[config.mk]
export PLATFORM = sky130hd
export DESIGN_NAME = ram_init_ctrl_flat
export DESIGN_NICKNAME = d
export VERILOG_FILES = /design/src/rtl/ram_init_pkg.sv /design/src/rtl/ram_init_if.sv /design/src/rtl/ram_init_pattern.sv /design/src/rtl/ram_init_ctrl.sv /design/src/flat_wrapper.sv
export SDC_FILE = /design/constraint.sdc
export NUM_CORES = 1
export LEC_CHECK = 0
export BUFFER_PORTS_ARGS = -buffer_cell sky130_fd_sc_hd__buf_4
export CAP_MARGIN = 15
export CELL_PAD_IN_SITES_DETAIL_PLACEMENT = 1
export CELL_PAD_IN_SITES_GLOBAL_PLACEMENT = 2
export CORE_ASPECT_RATIO = 0.9
export CORE_MARGIN = 3
export CORE_UTILIZATION = 30
export DETAILED_ROUTE_END_ITERATION = 16
export PLACE_DENSITY_LB_ADDON = 0.05
export SKIP_CTS_REPAIR_TIMING = 1
export SLEW_MARGIN = 40
export SYNTH_ARGS = -nofsm -noshare
export SYNTH_HDL_FRONTEND = slang
export SYNTH_SLANG_ARGS = --single-unit
export TNS_END_PERCENT = 20
[constraint.sdc]
create_clock -name sys_clk -period 3.4 [get_ports sys_clk]
set_input_delay 0.68 -clock sys_clk [delete_from_list [all_inputs] [get_ports sys_clk]]
set_output_delay 0.68 -clock sys_clk [all_outputs]
set_load 0.02 [all_outputs]
[src/rtl/ram_init_pkg.sv]
// Shared types, encodings and the fill-pattern function for the RAM initialisation controller.
package ram_init_pkg;

    typedef logic [1:0] state_t;

    localparam state_t ST_IDLE = 2'd0;
    localparam state_t ST_FILL = 2'd1;
    localparam state_t ST_HOLD = 2'd2;
    localparam state_t ST_DONE = 2'd3;

    typedef enum logic [1:0] {
        MODE_CONST = 2'b00,
        MODE_ADDR  = 2'b01,
        MODE_NADDR = 2'b10
    } mode_e;

    // Patterns are built at this width and truncated by the caller, so DATA_WIDTH may not exceed it.
    localparam int PAT_W = 64;

    function automatic logic [PAT_W-1:0] init_pattern(
        input logic [1:0]       mode,
        input logic [PAT_W-1:0] addr,
        input logic [PAT_W-1:0] fill
    );
        case (mode)
            MODE_ADDR:  return addr;
            MODE_NADDR: return ~addr;
            default:    return fill;
        endcase
    endfunction

endpackage

[src/rtl/ram_init_if.sv]
// RAM-side write bus driven by the initialisation controller.
interface ram_init_if #(
    parameter int ADDR_WIDTH = 8,
    parameter int DATA_WIDTH = 16
) ();

    logic                  init_we;
    logic [ADDR_WIDTH-1:0] init_addr;
    logic [DATA_WIDTH-1:0] init_data;
    logic                  wr_ready;

    modport master (
        output init_we,
        output init_addr,
        output init_data,
        input  wr_ready
    );

    modport slave (
        input  init_we,
        input  init_addr,
        input  init_data,
        output wr_ready
    );

endinterface

[src/rtl/ram_init_pattern.sv]
// Combinational fill-word generator: address (zero-extended/truncated), its inverse, or the constant.
module ram_init_pattern
    import ram_init_pkg::*;
#(
    parameter int               ADDR_WIDTH = 8,
    parameter int               DATA_WIDTH = 16,
    parameter logic [PAT_W-1:0] INIT_VALUE = '0
) (
    input  logic [1:0]            mode,
    input  logic [ADDR_WIDTH-1:0] addr,
    output logic [DATA_WIDTH-1:0] data
);

    assign data = DATA_WIDTH'(init_pattern(mode, PAT_W'(addr), INIT_VALUE));

endmodule

[src/rtl/ram_init_ctrl.sv]
// Sweeps every RAM address once with a mode-selected pattern, then holds cfg_rst for RST_HOLD cycles.
module ram_init_ctrl
    import ram_init_pkg::*;
#(
    parameter int               ADDR_WIDTH = 8,
    parameter int               DEPTH      = 256,
    parameter int               DATA_WIDTH = 16,
    parameter logic [PAT_W-1:0] INIT_VALUE = '0,
    parameter int               RST_HOLD   = 10
) (
    input  logic       sys_clk,
    input  logic       sys_rst,
    input  logic       start,
    input  logic [1:0] mode,
    ram_init_if.master ram,
    output logic       busy,
    output logic       done,
    output logic       cfg_rst
);

    localparam logic [ADDR_WIDTH-1:0] LAST_ADDR = ADDR_WIDTH'(DEPTH - 1);
    localparam int                    CNT_W     = (RST_HOLD > 0) ? $clog2(RST_HOLD + 1) : 1;
    localparam logic [CNT_W-1:0]      HOLD_LAST = CNT_W'((RST_HOLD > 0) ? RST_HOLD - 1 : 0);

    state_t                state;
    logic [ADDR_WIDTH-1:0] addr;
    logic [CNT_W-1:0]      hold_cnt;
    logic [1:0]            mode_q;
    logic                  was_done;

    always_ff @(posedge sys_clk) begin
        if (sys_rst) begin
            state    <= ST_IDLE;
            addr     <= '0;
            hold_cnt <= '0;
            mode_q   <= MODE_CONST;
            was_done <= 1'b0;
        end else begin
            was_done <= (state == ST_DONE);
            case (state)
                ST_IDLE: begin
                    mode_q <= mode;
                    addr   <= '0;
                    state  <= ST_FILL;
                end
                ST_FILL: begin
                    // Compare before incrementing so a full 2**ADDR_WIDTH sweep never wraps in FILL.
                    if (ram.wr_ready) begin
                        if (addr == LAST_ADDR) begin
                            addr     <= '0;
                            hold_cnt <= '0;
                            state    <= (RST_HOLD == 0) ? ST_DONE : ST_HOLD;
                        end else begin
                            addr <= addr + 1'b1;
                        end
                    end
                end
                ST_HOLD: begin
                    if (hold_cnt == HOLD_LAST) begin
                        hold_cnt <= '0;
                        state    <= ST_DONE;
                    end else begin
                        hold_cnt <= hold_cnt + 1'b1;
                    end
                end
                default: begin
                    if (start) state <= ST_IDLE;
                end
            endcase
        end
    end

    assign ram.init_we   = (state == ST_FILL);
    assign ram.init_addr = addr;
    assign busy          = (state != ST_DONE);
    assign cfg_rst       = busy;
    assign done          = (state == ST_DONE) && !was_done;

    ram_init_pattern #(
        .ADDR_WIDTH(ADDR_WIDTH),
        .DATA_WIDTH(DATA_WIDTH),
        .INIT_VALUE(INIT_VALUE)
    ) u_pattern (
        .mode(mode_q),
        .addr(addr),
        .data(ram.init_data)
    );

endmodule

[src/flat_wrapper.sv]
// flat-port wrapper written by rule: the top's interface ports become plain ports
module ram_init_ctrl_flat import ram_init_pkg::*;
#(
    parameter int               ADDR_WIDTH = 8,
    parameter int               DEPTH      = 256,
    parameter int               DATA_WIDTH = 16,
    parameter logic [PAT_W-1:0] INIT_VALUE = '0,
    parameter int               RST_HOLD   = 10
)
  (sys_clk, sys_rst, start, mode, busy, done, cfg_rst, ram_init_we, ram_init_addr, ram_init_data, ram_wr_ready);
  ram_init_if #(.ADDR_WIDTH(ADDR_WIDTH), .DATA_WIDTH(DATA_WIDTH)) ram_i ();
  input  logic sys_clk;
  input  logic sys_rst;
  input  logic start;
  input  logic [1:0] mode;
  output logic busy;
  output logic done;
  output logic cfg_rst;
  output wire logic [$bits(ram_i.init_we)-1:0] ram_init_we;
  output wire logic [$bits(ram_i.init_addr)-1:0] ram_init_addr;
  output wire logic [$bits(ram_i.init_data)-1:0] ram_init_data;
  input wire logic [$bits(ram_i.wr_ready)-1:0] ram_wr_ready;
  assign ram_init_we = ram_i.init_we;
  assign ram_init_addr = ram_i.init_addr;
  assign ram_init_data = ram_i.init_data;
  assign ram_i.wr_ready = ram_wr_ready;
  ram_init_ctrl #(.ADDR_WIDTH(ADDR_WIDTH), .DEPTH(DEPTH), .DATA_WIDTH(DATA_WIDTH), .INIT_VALUE(INIT_VALUE), .RST_HOLD(RST_HOLD)) u_core (.sys_clk(sys_clk), .sys_rst(sys_rst), .start(start), .mode(mode), .ram(ram_i), .busy(busy), .done(done), .cfg_rst(cfg_rst));
endmodule
After elaboration in Yosys (flattened, before gate mapping)
Cells that the tools add are included.
Storage, ports and cells
  logic and storage cells: 41
  output and inout bits: 28
  input bits: 6
  register bits: 17
Cells by class
  reduce and logical (&&, ||, !) cells: 9
  multiplexer cells: 13
  bitwise operators: 1
  equal/unequal tests: 11
  add/sub/neg operators: 2
Operators with widths (number)
  16-bit one-hot mux with 2 select lines: 1
  8-bit 2-to-1 mux: 2
  8-bit NOT with 16-bit output: 1
  8-bit one-hot mux with 2 select lines: 1
  4-bit 2-to-1 mux: 3
  8-bit by 1-bit adder with 8-bit output (second input constant): 1
  8-bit equality test (second input constant): 1
  2-bit 2-to-1 mux: 4
  4-bit one-hot mux with 2 select lines: 1
  2-bit equality test (second input constant): 3
  2-bit by 1-bit != test with 1-bit output (second input constant): 3
  2-bit one-hot mux with 3 select lines: 1
  4-bit by 1-bit adder with 4-bit output (second input constant): 1
  2-bit by 1-bit equality test with 1-bit output (second input constant): 2
  4-bit equality test (second input constant): 1
  4-bit AND reduction: 1
  2-bit nonzero test: 2
  4-bit nonzero test: 1
  3-bit AND reduction: 1
  2-bit zero test: 1
  2-bit != test (second input constant): 1
  2-bit AND reduction: 1
  1-bit logical AND: 1
  1-bit zero test: 1

Depth between registers and ports, before layout
Gate-level depths: netlist (run 1).
  word-level depth: 4
  mapped depth: 7
  mapped depth without buffers: 6

Cells and area by module
A second synthesis (run 1) with hierarchy kept.
Unflattened totals
  cells, all modules: 123
  area total of the unflattened synthesis: 1094.8 um^2
By module, submodules not included
  ram_init_ctrl: area an instance 923.4 um^2, instances 1, sequential area each 340.3 um^2, cells each 103
  ram_init_pattern: area an instance 171.4 um^2, instances 1, sequential area each 0.0 um^2, cells each 20

Worst setup path after synthesis (run 1)
Ideal clock, no wire load.
  path type: reg2reg
  from: register u_core.addr[0] (netlist: u_core.ram.init_addr[0])
  to: register u_core.hold_cnt[3]
  clock period less this slack: 1791 ps
  path slack: 1609 ps
  library setup time: 71 ps
  cell stages (with the launch flop): 6
  data arrival time: 1720 ps
  buffers on the path: 0
  required time: 3329 ps
  cells stage by stage: dfxtp_1 > ha_1 > nand4_1 > o21a_1 > or4b_1 > a21oi_1
Between the ends
  cells in the longest elaborated chain, start to end: 3
Ends and longest elaborated chain
  from (decl): line ram_init_ctrl.sv:26  | logic [ADDR_WIDTH-1:0] addr;
  from (signal assigned): line ram_init_ctrl.sv:54  | addr <= addr + 1'b1;
  8-bit equality test: line ram_init_ctrl.sv:49  | if (addr == LAST_ADDR) begin
  2-bit by 1-bit != test with 1-bit output (no source line)
  3-bit AND reduction (no source line)
  to (signal assigned): line ram_init_ctrl.sv:63  | hold_cnt <= hold_cnt + 1'b1;
  to (decl): line ram_init_ctrl.sv:27  | logic [CNT_W-1:0] hold_cnt;
No other way between the ends.
A chain may end at the register's enable or synchronous reset.

Worst setup path in the final report (run 1)
  from: register u_core.mode_q[0]
  to: output port ram_init_data[4]
Between the ends
  cells in the longest elaborated chain, start to end: 2
Ends and longest elaborated chain
  from (decl): line ram_init_ctrl.sv:28  | logic [1:0] mode_q;
  from (signal assigned): line ram_init_ctrl.sv:42  | mode_q <= mode;
  2-bit equality test / 2-bit by 1-bit equality test with 1-bit output (equally long branches): line ram_init_pkg.sv:25  | case (mode)
  16-bit one-hot mux with 2 select lines *: line ram_init_pkg.sv:25
  to (decl): line flat_wrapper.sv:21  | output wire logic [$bits(ram_i.init_data)-1:0] ram_init_data;
Every way passes the cells marked *; elsewhere a longest branch is shown, timed or not.

==> results of run 1 <==
[logic make-up after synthesis]
| logic type | after synthesis |
|---|---|
| AO/OA/AOI/OAI | 23 |
| XOR/XNOR | 7 |
| adder cells (fa/ha/maj) | 7 |
| buffers and inverters | 21 |
| flip-flops | 17 |
| multiplexers | 5 |
| AND/OR/NAND/NOR | 52 |
[per-layer routing]
metal	track usage (%)	share of wire, %
met5	0	0
met4	2.98	0.67
met3	4.14	6.4
met2	18.8	41
met1	19.3	52
[synth_stat cells, types with 2 or more instances]
| cell type | number |
|---|---|
| sky130_fd_sc_hd__dfxtp_1 | 17 |
| sky130_fd_sc_hd__nor2_1 | 16 |
| sky130_fd_sc_hd__nand2_1 | 11 |
| sky130_fd_sc_hd__o21ai_0 | 10 |
| sky130_fd_sc_hd__buf_4 | 8 |
| sky130_fd_sc_hd__inv_1 | 8 |
| sky130_fd_sc_hd__ha_1 | 7 |
| sky130_fd_sc_hd__nand4_1 | 4 |
| sky130_fd_sc_hd__nor3_1 | 4 |
| sky130_fd_sc_hd__xnor2_1 | 4 |
| sky130_fd_sc_hd__clkbuf_1 | 3 |
| sky130_fd_sc_hd__mux2i_1 | 3 |
| sky130_fd_sc_hd__nand3_1 | 3 |
| sky130_fd_sc_hd__nor2b_1 | 3 |
| sky130_fd_sc_hd__nor4_1 | 3 |
| sky130_fd_sc_hd__xor2_1 | 3 |
| sky130_fd_sc_hd__a21oi_1 | 2 |
| sky130_fd_sc_hd__a31o_2 | 2 |
| sky130_fd_sc_hd__buf_2 | 2 |
| sky130_fd_sc_hd__mux2_2 | 2 |
| sky130_fd_sc_hd__nand2b_1 | 2 |
| sky130_fd_sc_hd__o21a_1 | 2 |
| sky130_fd_sc_hd__o21ai_1 | 2 |
| sky130_fd_sc_hd__or3_1 | 2 |
[layout by cell type (no fill, tap or decap), types with 3 or more instances in the layout]
master | synthesis | layout
sky130_fd_sc_hd__nor2_1 | 16 | 16
sky130_fd_sc_hd__xor2_1 | 3 | 3
sky130_fd_sc_hd__nand4_1 | 4 | 4
sky130_fd_sc_hd__buf_4 | 8 | 33
sky130_fd_sc_hd__inv_1 | 8 | 8
sky130_fd_sc_hd__nand2_1 | 11 | 11
sky130_fd_sc_hd__dfxtp_1 | 17 | 17
sky130_fd_sc_hd__nor3_1 | 4 | 4
sky130_fd_sc_hd__nand3_1 | 3 | 3
sky130_fd_sc_hd__ha_1 | 7 | 7
sky130_fd_sc_hd__nor2b_1 | 3 | 3
sky130_fd_sc_hd__o21ai_0 | 10 | 10
sky130_fd_sc_hd__mux2i_1 | 3 | 3
sky130_fd_sc_hd__xnor2_1 | 4 | 4
sky130_fd_sc_hd__clkbuf_8 | 0 | 3
sky130_fd_sc_hd__nor4_1 | 3 | 3
[final timing paths]
path                        endpoint  slack, ps  cells after the start
setup / recovery    ram_init_data[4]       1290                      4
hold / removal    u_core.hold_cnt[3]        500                      2
setup reg to reg  u_core.hold_cnt[3]       1500                      5
hold reg to reg   u_core.hold_cnt[3]        500                      2
[metrics by stage]
step	area (um^2)	utilization (%)
floorplan	1050	-
global placement	1270	39.7
detailed placement	1270	39.7
CTS	1320	41.1
global route	1320	41.1
finish	1320	41.1
[sequential cells by signal, indices dropped and copies added (netlist names)]
register and count:
u_core.hold_cnt 4, u_core.state 2, u_core.was_done 1, u_core.mode_q 2, u_core.ram.init_addr 8
[worst reg2reg max path, delay by kind of cell, from the launching register on]
| kind | cells | cell delay, ps |
|---|---|---|
| AOI/OAI and AO/OA | 2 | 390 |
| adders and majority gates | 1 | 310 |
| DFF | 1 | 440 |
| and+or+nand+nor | 2 | 690 |
[layout make-up]
cell class / instances / area, um^2
Sequential cell: 17 / 340
Timing Repair Buffer: 33 / 248
Inverter: 8 / 30.0
Clock buffer: 4 / 45.0
Fill cell: 413 / 1890
Tap cell: 42 / 52.6
Multi-Input combinational cell: 94 / 603
[report_power, final]
part,internal [mW],switching [mW],leakage (nW)
Sequential,0.224,0.0251,0.138
Clock,0.0832,0.0711,0.0228
Combinational,0.182,0.271,0.398
==> impl_results.rst, run 1 <==
.. list-table::
   :header-rows: 1

   * - Metric
     - Value
   * - Detailed-route vias per instance
     - 4.94
   * - First-pass iteration count of the detailed router
     - 4
   * - Critical path type
     - reg -> out
   * - Total core area
     - 3210 um^2
   * - Area leader, netlist
     - sky130_fd_sc_hd__dfxtp_1
   * - Minimum hold slack
     - 501 ps
   * - Sort of element at the end of the critical path
     - primary output
   * - Die H
     - 62.3 um
   * - Num ports
     - 34
   * - CP peak stage delay
     - 470 ps
   * - Initial antenna violation count
     - 0
   * - Proportion of synthesized chip area in sequential cells
     - 32.3%
   * - Clk slew on worst S/H paths
     - 70 ps
   * - Multiplexer fraction of the synthesized cell area
     - 4.98%
   * - Signed area change from the synthesized netlist to the final layout
     - 25.0%
   * - Pin count of the biggest net entering global routing
     - 16
   * - Placer's final routability congestion estimate
     - 0.714
   * - Max Fanout on Critical Path
     - 8
   * - Cell count after synthesis
     - 132
   * - Detailed-route via count
     - 979
   * - Worst hold path class
     - reg -> reg
   * - Leading register cell type out of synthesis
     - sky130_fd_sc_hd__dfxtp_1
   * - Starting Density
     - 32.9%
   * - Critical Path AT
     - 1430 ps
   * - Final number of hold-violating endpoints
     - 0
   * - Final Setup Violations
     - 0
   * - Register bit total from synthesis
     - 17
   * - Leading cell types by total area after synthesis
     - sky130_fd_sc_hd__dfxtp_1 32%, sky130_fd_sc_hd__ha_1 8.3%, sky130_fd_sc_hd__buf_4 5.7%, sky130_fd_sc_hd__nor2_1 5.7%, sky130_fd_sc_hd__o21ai_0 4.7%
   * - First-pass GRT wire length
     - 4460 um
   * - Count of placed standard cells in the final layout, fillers left out
     - 198
   * - Share of the clock period used by the worst path after layout
     - 62.0%
   * - CP Launch Point
     - u_core.mode_q[0]
   * - Power density over cell area
     - 650 nW/um^2
   * - Clock latency on the worst-skew pair
     - 250 ps
   * - Layout net count
     - 170
   * - Largest family of logic cells by synthesized area
     - simple AND/OR/NAND/NOR gates
   * - Library cells used by synthesis
     - 33
   * - Average routed wire per standard cell
     - 13.6 um
   * - Total power
     - 0.857 mW
   * - Xor and xnor fraction of the mapped netlist area
     - 5.81%
   * - Required @ worst endpoint
     - 2720 ps
   * - Max Cap Violations
     - 0
   * - Highest clock rate
     - 474 MHz
   * - Clock tree from TritonCTS
     - done
   * - P_leak
     - 0.559 nW
   * - Total track usage
     - 13.2%
   * - Worst clock skew
     - 3.01 ps
   * - DRC viols
     - 0
   * - Total of buffers placed on input and output ports
     - 33
   * - YS warnings
     - 0
   * - Root buf cell
     - sky130_fd_sc_hd__clkbuf_8
   * - Outcome
     - completed
   * - CTS buffer count
     - 3
   * - Area share of the largest cell type after synthesis
     - 32.3%
   * - HPWL after DPL
     - 2040 um
   * - Asr flop ratio synth
     - 0%
   * - Grt total ovfl
     - 0
   * - Area of the die
     - 4260 um^2
   * - H-tree levels
     - 1
   * - Worst-case setup margin in the final layout
     - 1290 ps
   * - Series of cell instances along the critical path
     - nor2b_1, nand2_1, o21ai_0, buf_4
   * - Residual antenna-violating net count after detailed routing
     - 0
   * - Area share of fa/ha/maj cells after synthesis
     - 8.30%
   * - Final Routed Wirelength
     - 2680 um
   * - Antenna diode count
     - 0
   * - Share of synthesized cell area in and, or, nand and nor gates
     - 24.7%
   * - Number of DRC markers after the initial detailed-route iteration
     - 24
   * - Placed cells
     - 194
   * - Crit path max-delay family
     - simple AND/OR/NAND/NOR gates
   * - Time the worst path needs with I/O delays and setup
     - 2110 ps
   * - Layout cells sized above 1
     - 26.9%
   * - Slowest CP cell
     - sky130_fd_sc_hd__nor2b_1
   * - Number of placement rows
     - 19
   * - Mean cell area of the mapped netlist
     - 7.99 um^2
   * - Worst hold start
     - u_core.hold_cnt[3]
   * - Number of buffer and inverter stages on the critical path
     - 1
   * - EDFF count, synth
     - 0
   * - Width of the die
     - 68.5 um
   * - Total negative setup slack
     - 0 ps
   * - Worst reg2reg path startpoint
     - u_core.ram.init_addr[1]
   * - Clock tree sinks
     - 17
   * - Vias in the first global route
     - 932
   * - Fraction of the mapped netlist area in compound gates
     - 13.4%
   * - Transition at the pin with the smallest max-transition slack
     - 542 ps
   * - Critical Path Source Type
     - flip-flop
   * - Slew HR
     - 63.8%
   * - Max IR drop VDD
     - 0.000229 V
   * - Clock Path Buffers
     - 2
   * - Number of nets produced by synthesis
     - 145
   * - Netlist area before placement
     - 1050 um^2
   * - Setup repair after global routing missed its margin
     - false
   * - Number of max-slew violations in the final report
     - 0
   * - Post-placement setup slack
     - 1500 ps
Power figures use the tool's default switching activity.
==> inputs of run 2 (changes only) <==
--- a/config.mk
+++ b/config.mk
@@ -5,13 +5,14 @@
 export SDC_FILE = /design/constraint.sdc
 export NUM_CORES = 1
 export LEC_CHECK = 0
+export ABC_AREA = 1
 export BUFFER_PORTS_ARGS = -buffer_cell sky130_fd_sc_hd__buf_4
 export CAP_MARGIN = 15
 export CELL_PAD_IN_SITES_DETAIL_PLACEMENT = 1
 export CELL_PAD_IN_SITES_GLOBAL_PLACEMENT = 2
 export CORE_ASPECT_RATIO = 0.9
 export CORE_MARGIN = 3
-export CORE_UTILIZATION = 30
+export CORE_UTILIZATION = 26
 export DETAILED_ROUTE_END_ITERATION = 16
 export PLACE_DENSITY_LB_ADDON = 0.05
 export SKIP_CTS_REPAIR_TIMING = 1
==> constraint.sdc (replaced) <==
create_clock -name sys_clk -period 2.2 [get_ports sys_clk]
set_input_delay 0.44 -clock sys_clk [delete_from_list [all_inputs] [get_ports sys_clk]]
set_output_delay 0.44 -clock sys_clk [all_outputs]
set_load 0.02 [all_outputs]
==> impl_results.rst, run 2 <==
.. list-table::
   :header-rows: 1

   * - Metric
     - Value
   * - Max Cap Violations
     - 0
   * - Dominant cell by count in the synthesized netlist
     - sky130_fd_sc_hd__nand2_1
   * - Clock tree sinks
     - 17
   * - Total core area
     - 3920 um^2
   * - First-pass GRT wire length
     - 5050 um
   * - Initial antenna violation count
     - 0
   * - Layout cells sized above 1
     - 27.1%
   * - Layout net count
     - 206
   * - Num ports
     - 34
   * - Most frequent cells after synthesis
     - 29 x sky130_fd_sc_hd__nand2_1, 23 x sky130_fd_sc_hd__nor2_1, 22 x sky130_fd_sc_hd__inv_1
   * - Time the worst path needs with I/O delays and setup
     - 1710 ps
   * - Average routed wire per standard cell
     - 12.8 um
   * - Critical Path Source Type
     - flip-flop
   * - Transition at the pin with the smallest max-transition slack
     - 282 ps
   * - Starting Density
     - 28.3%
   * - Leading cell types by total area after synthesis
     - sky130_fd_sc_hd__dfxtp_1 31%, sky130_fd_sc_hd__nand2_1 9.8%, sky130_fd_sc_hd__ha_1 7.9%, sky130_fd_sc_hd__nor2_1 7.8%, sky130_fd_sc_hd__inv_1 7.4%
   * - Max Fanout on Critical Path
     - 16
   * - Total of buffers placed on input and output ports
     - 33
   * - Worst clock skew
     - 7.09 ps
   * - Number of buffer and inverter stages on the critical path
     - 3
   * - H-tree levels
     - 1
   * - Clock Path Buffers
     - 2
   * - Pin count of the biggest net entering global routing
     - 17
   * - Library cells used by synthesis
     - 22
   * - Highest clock rate
     - 586 MHz
   * - Placer's final routability congestion estimate
     - 0.755
   * - Final Routed Wirelength
     - 3050 um
   * - Die H
     - 67.9 um
   * - Clock latency on the worst-skew pair
     - 250 ps
   * - Commonest non-fill, non-tap cells in the layout
     - 34 x sky130_fd_sc_hd__buf_4, 29 x sky130_fd_sc_hd__nand2_1, 23 x sky130_fd_sc_hd__nor2_1
   * - Worst hold path class
     - in -> reg
   * - YS warnings
     - 0
   * - Number of fillers in the final layout
     - 511
   * - Area share of the largest cell type after synthesis
     - 30.7%
   * - Number of cells on the worst hold path
     - 2
   * - EDFF count, synth
     - 0
   * - Critical Path AT
     - 1270 ps
   * - Post-place instance area
     - 1350 um^2
   * - HPWL after DPL
     - 2440 um
   * - Sort of element at the end of the critical path
     - primary output
   * - Series of cell instances along the critical path
     - inv_1, nor2_1, buf_4, nor2_1, a21oi_1, buf_4
   * - Total negative setup slack
     - 0 ps
   * - Netlist area before placement
     - 1110 um^2
   * - Asr flop ratio synth
     - 0%
   * - DRC viols
     - 0
   * - First-pass iteration count of the detailed router
     - 4
   * - Cell count after synthesis
     - 163
   * - Required @ worst endpoint
     - 1760 ps
   * - Number of placement rows
     - 21
   * - Clk slew on worst S/H paths
     - 70 ps
   * - Proportion of synthesized chip area in sequential cells
     - 30.7%
   * - Design Area, Final
     - 1400 um^2
   * - Critical path type
     - reg -> out
   * - Number of max-slew violations in the final report
     - 0
   * - Vias in the first global route
     - 1,094
   * - Crit path depth
     - 6
   * - Power density over cell area
     - 1170 nW/um^2
   * - Total track usage
     - 12.9%
   * - Crit path max-delay family
     - buffers and inverters
   * - Width of the die
     - 74.8 um
   * - Root buf cell
     - sky130_fd_sc_hd__clkbuf_8
   * - Number of flip-flops in the largest register
     - 8
   * - Final Setup Violations
     - 0
   * - Mean cell area of the mapped netlist
     - 6.80 um^2
   * - Outcome
     - completed
   * - Area of the die
     - 5080 um^2
   * - Grt total ovfl
     - 0
   * - Antenna diode count
     - 0
   * - Most common library cell in the layout ignoring fill and taps
     - sky130_fd_sc_hd__buf_4
   * - Clock tree from TritonCTS
     - done
   * - Detailed-route vias per instance
     - 4.58
   * - Slowest CP cell
     - sky130_fd_sc_hd__dfxtp_1
   * - Leading register cell type out of synthesis
     - sky130_fd_sc_hd__dfxtp_1
   * - Signed area change from the synthesized netlist to the final layout
     - 26.0%
   * - CP peak stage delay
     - 320 ps
   * - P_leak
     - 0.649 nW
   * - Detailed-route via count
     - 1,091
   * - Number of nets produced by synthesis
     - 176
   * - Slew HR
     - 81.1%
   * - Number of DRC markers after the initial detailed-route iteration
     - 30
   * - Depth of the worst register-to-register path
     - 9
   * - Final number of hold-violating endpoints
     - 0
   * - Max IR drop VDD
     - 0.000371 V
   * - Area leader, netlist
     - sky130_fd_sc_hd__dfxtp_1
   * - CTS buffer count
     - 3
   * - Residual antenna-violating net count after detailed routing
     - 0
   * - Share of the clock period used by the worst path after layout
     - 77.6%
   * - Setup repair after global routing missed its margin
     - false
   * - Total power
     - 1.63 mW
   * - Register bit total from synthesis
     - 17
## run 2: worst paths after layout
| kind | from | to | slack [ps] |
|---|---|---|---|
| worst min register to register | u_core.mode_q[1] | u_core.mode_q[1] | 490 |
| worst max register to register | u_core.state[0] | u_core.ram.init_addr[6] | 570 |
| worst min-delay path | sys_rst | u_core.hold_cnt[1] | 410 |
| worst max-delay path | u_core.mode_q[1] | ram_init_data[1] | 490 |
## run 2: cell type report
cell class | instances | area [um^2] | share of cell area, %
Tap cell | 46 | 57.6 | 4.12
Clock buffer | 3 | 41.3 | 2.96
Clock inverter | 1 | 5.00 | 0.358
Inverter | 23 | 86.3 | 6.18
Timing Repair Buffer | 34 | 255 | 18.3
Multi-Input combinational cell | 114 | 611 | 43.7
Sequential cell | 17 | 340 | 24.4
## run 2: cell families (layout without fill, tap and decap cells)
family                   after synthesis  in the layout  synth area share [%]
adder cells (fa/ha/maj)                7              7                  7.90
buffers and inverters                 32             61                  14.2
AO/OA/AOI/OAI                         26             26                  12.1
AND/OR/NAND/NOR                       79             79                  33.5
flip-flops                            17             17                  30.7
XOR/XNOR                               2              2                  1.58
## run 2: power by group
part	leakage (nW)	internal [mW]	switching [mW]	total (mW)
Combinational	0.485	0.344	0.636	0.980
Clock	0.0255	0.126	0.113	0.239
Sequential	0.138	0.360	0.0482	0.408
## run 2: per-stage QoR
step	instances	worst slack [ps]	utilization (%)	hold slack (ps)
6_report	238	493	35.7	405
5_1_grt	238	342	35.7	414
4_1_cts	238	470	35.7	398
3_5_place_dp	234	580	34.5	489
3_3_place_gp	234	633	34.5	469
2_1_floorplan	163	237	-	453
## run 2: routing by layer
layer  global-route usage (%)  up-vias  wire, um
li1                         -      568         -
met1                     18.7      499      1530
met2                     19.5       22      1350
met3                     1.32        2       137
met4                     4.67        0        23
met5                        0        -         0
